### src/rtl/seg_pkg.sv
`default_nettype none
// ============================================================================
// Module   : seg_pkg
// Brief    : Shared constants, segment table and slot states for seg_mux_driver
// Revision : 1.0 - initial release
// ============================================================================
package seg_pkg;

    localparam logic [7:0] SEG_OFF = 8'hFF;
    localparam logic [3:0] SEL_OFF = 4'hF;

    // Active-low {g,f,e,d,c,b,a} codes, listed from F down to 0
    localparam logic [15:0][6:0] HEX_SEG_TABLE = {
        7'h0E, 7'h06, 7'h21, 7'h46, 7'h03, 7'h08, 7'h10, 7'h00,
        7'h78, 7'h02, 7'h12, 7'h19, 7'h30, 7'h24, 7'h79, 7'h40
    };

    typedef enum logic [0:0] {
        BLANK = 1'b0,
        ON    = 1'b1
    } slot_state_e;

    function automatic logic [3:0] digit_sel(input logic [1:0] idx);
        return ~(4'b0001 << idx);
    endfunction

endpackage
`default_nettype wire

### src/rtl/seg_mux_driver_hex_to_seg.sv
`default_nettype none
// ============================================================================
// Module   : hex_to_seg
// Brief    : Combinational nibble to active-low seven-segment decoder
// Revision : 1.0 - initial release
// ============================================================================
module hex_to_seg
    import seg_pkg::*;
(
    input  logic [3:0] nibble_i,
    output logic [6:0] seg_o
);

    always_comb begin
        seg_o = HEX_SEG_TABLE[nibble_i];
    end

endmodule
`default_nettype wire

### src/rtl/seg_mux_driver.sv
`default_nettype none
// ============================================================================
// Module   : seg_mux_driver
// Brief    : Time-multiplexed 4-digit seven-segment driver with blanking gap,
//            per-frame data capture and leading-zero suppression
// Revision : 1.0 - initial release
// ============================================================================
module seg_mux_driver
    import seg_pkg::*;
#(
    parameter int REFRESH_DIV  = 100000,
    parameter int BLANK_CYCLES = 200
) (
    input  logic        clk,
    input  logic        rst,
    input  logic [15:0] value,
    input  logic [3:0]  dp_en,
    input  logic [3:0]  digit_en,
    input  logic        lz_blank,
    output logic [3:0]  io_sel,
    output logic [7:0]  io_seg,
    output logic        frame_tick
);

    localparam int              CNT_W     = (REFRESH_DIV > 1) ? $clog2(REFRESH_DIV) : 1;
    localparam logic [CNT_W-1:0] CNT_MAX   = CNT_W'(REFRESH_DIV - 1);
    localparam logic [CNT_W-1:0] CNT_BLANK = CNT_W'(BLANK_CYCLES);

    logic [CNT_W-1:0] cnt_q, cnt_d;
    logic [1:0]       dig_q, dig_d;
    slot_state_e      state_q, state_d;
    logic             start_q;
    logic [15:0]      val_q, val_d;
    logic [3:0]       dp_q, dp_d;
    logic [3:0]       den_q, den_d;
    logic             lz_q, lz_d;
    logic [3:0]       sel_q, sel_d;
    logic [7:0]       seg_q, seg_d;
    logic             tick_q, tick_d;

    logic             w_wrap;
    logic             w_capture;
    logic [3:0]       w_nibble;
    logic             w_zero_blank;
    logic [6:0]       w_hex_seg;

    hex_to_seg u_hex_to_seg (
        .nibble_i (w_nibble),
        .seg_o    (w_hex_seg)
    );

    // Sequencing: start_q forces the first post-reset cycle to be a capture at digit0/count0
    always_comb begin
        w_wrap    = (cnt_q == CNT_MAX);
        w_capture = start_q || (w_wrap && (dig_q == 2'd3));

        cnt_d = w_wrap ? '0 : cnt_q + 1'b1;
        dig_d = w_wrap ? dig_q + 2'd1 : dig_q;
        if (start_q) begin
            cnt_d = '0;
            dig_d = 2'd0;
        end

        val_d  = val_q;
        dp_d   = dp_q;
        den_d  = den_q;
        lz_d   = lz_q;
        if (w_capture) begin
            val_d = value;
            dp_d  = dp_en;
            den_d = digit_en;
            lz_d  = lz_blank;
        end
        tick_d = w_capture;
    end

    always_comb begin
        state_d = state_q;
        case (state_q)
            BLANK:   if (cnt_d >= CNT_BLANK) state_d = ON;
            ON:      if (cnt_d < CNT_BLANK)  state_d = BLANK;
            default: state_d = BLANK;
        endcase
    end

    // Outputs are computed from next-state values so the registered pins line up with cnt_q/dig_q
    always_comb begin
        w_nibble     = val_d[3:0];
        w_zero_blank = 1'b0;
        case (dig_d)
            2'd0: begin
                w_nibble     = val_d[3:0];
                w_zero_blank = 1'b0;
            end
            2'd1: begin
                w_nibble     = val_d[7:4];
                w_zero_blank = lz_d && (val_d[15:4] == 12'h000);
            end
            2'd2: begin
                w_nibble     = val_d[11:8];
                w_zero_blank = lz_d && (val_d[15:8] == 8'h00);
            end
            default: begin
                w_nibble     = val_d[15:12];
                w_zero_blank = lz_d && (val_d[15:12] == 4'h0);
            end
        endcase

        sel_d = SEL_OFF;
        seg_d = SEG_OFF;
        if ((state_d == ON) && den_d[dig_d]) begin
            sel_d = digit_sel(dig_d);
            seg_d = {~dp_d[dig_d], (w_zero_blank ? 7'h7F : w_hex_seg)};
        end
    end

    always_ff @(posedge clk or posedge rst) begin
        if (rst) begin
            cnt_q   <= '0;
            dig_q   <= 2'd0;
            state_q <= BLANK;
            start_q <= 1'b1;
            val_q   <= 16'h0000;
            dp_q    <= 4'h0;
            den_q   <= 4'h0;
            lz_q    <= 1'b0;
            sel_q   <= SEL_OFF;
            seg_q   <= SEG_OFF;
            tick_q  <= 1'b0;
        end else begin
            cnt_q   <= cnt_d;
            dig_q   <= dig_d;
            state_q <= state_d;
            start_q <= 1'b0;
            val_q   <= val_d;
            dp_q    <= dp_d;
            den_q   <= den_d;
            lz_q    <= lz_d;
            sel_q   <= sel_d;
            seg_q   <= seg_d;
            tick_q  <= tick_d;
        end
    end

    assign io_sel     = sel_q;
    assign io_seg     = seg_q;
    assign frame_tick = tick_q;

endmodule
`default_nettype wire

### config.mk
export PLATFORM = sky130hd
export DESIGN_NAME = seg_mux_driver
export DESIGN_NICKNAME = d
export VERILOG_FILES = /design/src/rtl/seg_pkg.sv /design/src/rtl/seg_mux_driver_hex_to_seg.sv /design/src/rtl/seg_mux_driver.sv
export SDC_FILE = /design/constraint.sdc
export NUM_CORES = 1
export LEC_CHECK = 0
export CAP_MARGIN = 20
export CORE_UTILIZATION = 40
export DETAILED_ROUTE_END_ITERATION = 6
export DONT_BUFFER_PORTS = 1
export GPL_TIMING_DRIVEN = 0
export PLACE_DENSITY_LB_ADDON = 0.1
export SYNTH_ARGS = -nofsm -noshare
export SYNTH_HDL_FRONTEND = slang
export SYNTH_SLANG_ARGS = --single-unit
### constraint.sdc
create_clock -name clk -period 4.2 [get_ports clk]
set_clock_uncertainty 0.15 [all_clocks]
set_input_delay 0.84 -clock clk [delete_from_list [all_inputs] [get_ports clk]]
set_output_delay 0.84 -clock clk [all_outputs]
set_load 0.005 [all_outputs]
==> impl_results.md <==
- Port bufs: 0
- DR WL/cell: 17.7 um
- Total Routed Length: 9.09 mm
- Post-layout util: 45.9%
- Total of max-cap violations: 0
- Initial DRC count: 126
- Reg-to-Reg Start: cnt_q[0]
- Final GP Congestion: 0.839
- Data required, critical path: 4.30 ns
- Grt ovf: 0
- IO Pins: 40
- Clk buf depth: 2
- Worst hold path class: input pin to asynchronous set/reset pin
- Pin slew with the least headroom to its limit: 0.698 ns
- R2R depth: 17
- Antenna violations before repair: 0
- Die W: 96.6 um
- Power density over the cells: 323 nW/um2
- Min Tclk post-route: 3.98 ns
- Synth Flop Type: dfrtp_1
- Routed Antenna Nets: 0
- Post-synth top area cell: dfrtp_1
- VDD IR-drop max: 0.169 mV
- Syn-to-layout area delta: 11.4%
- Synth Instances: 387
- Post-DP HPWL: 6.50 mm
- Final hold slack: 0.232 ns
- Post-route setup TNS: 0 ns
- RSZ-0062 raised after global routing: false
- Final hold viol count: 0
- Fin crit share: 94.7%
- CTS tree: built
- WP data arrival: 4.08 ns
- # DRC: 0
- Count leader, synth: nand2_1
- Final setup vio count: 0
- Largest cells by area after synthesis: dfrtp_1 (31%), dfstp_2 (9.5%), nand2_1 (7.3%), ha_1 (4.2%), mux2i_1 (4.2%)
- Cell variety after synth: 68
- Type of the worst setup path: flop to flop
- Number of synthesized flops with an enable pin: 0
- R2R Path End: io_seg[5]
- DR vias/cell: 5.64
- Synth top area share: 31.5%
- CP Capture Type: flop
- Max-slew violations: 0
- R2R Setup Slk: 0.22 ns
- Syn avg cell area: 9.25 um2
- Maximum clock rate: 251 MHz
- Skew-Pair Late Insertion Delay: 0.35 ns
- Total of warnings raised by yosys: 0
- Clock-pin transition on the worst setup and hold timing paths: 0.07 ns
- Seq/Total Area, Yosys: 41.0%
- Synthesized net count: 426
- DR pass1 iterations: 5
- Gr usage total: 20.8%
- Max_slew headroom: 53.4%
- Antenna cells: 0
- Clock root cell: clkbuf_8
- Hold_buf cts: 0
- Slack of the critical path: 0.221 ns
- Initial core utilization: 41.2%
- #FFs+latches synth: 58
- Critical Path Fanout Max: 10
- Critical Path Source: cnt_q[0]
- CTS H-Tree Depth: 3
- Core ar.: 8680 um2
- Synth cell count leaders: nand2_1 (70), dfrtp_1 (45), nor2_1 (27), mux2i_1 (15), nand3_1 (15)
- Die ar.: 9330 um2
- Largest net degree at the start of global routing: 40
- Nets: 439
- Leak: 1.71 nW
- Worst slack at placement: -0.605 ns
- Share of layout cells above drive strength 1: 18.3%
- Clock Sinks: 58
- First-pass GRT wire length: 14.3 mm
- Num CTS Buffers: 9
- Post-synthesis cell area: 3580 um2
- Setup crit start kind: flop
- Die H: 96.6 um
- Rows: 34
- Ys async rst share: 100%
- Number of vias after detailed routing: 2,895
- Status: finished, final reports clean
- Vias in the first global route: 2,853
## how the worst max path moves through the flow
stage | endpoint | slack (ns) | cells after the start
after CTS | io_seg[3] | 0.03 | 16
after global placement | io_seg[3] | -0.63 | 17
after detailed placement | io_seg[3] | -0.61 | 17
final | io_seg[5] | 0.22 | 17
after floorplan | io_seg[3] | 0.18 | 17
after global routing | io_seg[3] | 0.03 | 15
## final cells by class
type                       count  area (um2)
sequential                    58        1470
multi-input combinational    288        1950
clock inverter                 2        35.0
timing repair buffer           3        35.0
tap                          108         135
inverter                      15        58.8
fill                         873        4690
buffer                        25         145
clock buffer                  14         163
## layer usage
layer  share of wire [%]  global-route usage, %
met1                  45                   25.3
met4                 2.2                   10.3
met2                  48                   34.7
met5                   0                      0
met3                 4.7                   4.23
## repair_timing
| action | CTS | global route |
|---|---|---|
| pin swaps | 0 | 1 |
| gates resized for setup | 9 | 15 |
| buffers inserted | 1 | 1 |
| setup endpoints to repair | 7 | 7 |
## registers in the layout (all words and copies together), names as in the netlist, 2 cells and up
register  cells
dp_q          4
io_seg        8
cnt_q        17
io_sel        4
den_q         4
dig_q         2
val_q        16
## power breakdown
group | switching [W] | leakage [nW] | total, W | internal, W
Sequential | 0.0000180 | 0.710 | 0.000603 | 0.000585
Clock | 0.000230 | 0.101 | 0.000536 | 0.000307
Combinational | 0.0000879 | 0.904 | 0.000147 | 0.0000595
## cells by family after synthesis
logic type / share of synthesized area, %
buffers and inverters: 5.45
muxes: 5.87
and+or+nand+nor: 24.7
xor gates and xnor gates: 3.67
AOI/OAI and AO/OA: 15.0
other: 0.105
DFF: 41.0
adders and majority gates: 4.20
## worst max-delay path, cell delays in order, from the launching register on
cell and delay (ns):
dfrtp_2 0.45, ha_2 0.23, and4_1 0.24, and4_1 0.16, buf_6 0.13, mux2_2 0.38, inv_4 0.09, ha_4 0.20
clkbuf_4 0.19, a22o_1 0.25, a221oi_1 0.39, a32o_2 0.32, inv_1 0.10, ha_1 0.20, inv_1 0.09, mux2i_1 0.08
a22oi_1 0.15, nand2_1 0.07
## metrics by stage
stage                     std cells  total power [W]  area (um2)
final                           513          0.00129        3990
after floorplan                 387         0.000719        3580
after global placement          495         0.000752        3710
after detailed placement        496         0.000758        3730
after CTS                       512          0.00130        3950
after global routing            513          0.00135        3990
## placed cells by master (no fill, tap or decap), types with 3 or more instances in the layout
cell / count
inv_1: 10
xor2_1: 6
nor2b_1: 4
mux2i_1: 15
nand4_1: 10
buf_2: 4
a22o_1: 11
a21oi_1: 7
nor4_1: 3
dfrtp_1: 43
a31oi_1: 5
nand3b_1: 5
nand2_1: 70
nand2b_1: 7
ha_1: 9
and3_1: 3
o21ai_0: 4
buf_6: 3
a221oi_1: 4
nor3_1: 9
inv_2: 4
or2_2: 3
clkbuf_2: 4
nor2_1: 27
and4_1: 4
o211ai_1: 3
dfstp_2: 13
xnor2_1: 9
buf_4: 5
nand3_1: 15
mux2_2: 4
clkbuf_1: 11
o21ai_1: 3
clkbuf_8: 11
Note: power is estimated with default switching activity, not from simulation.
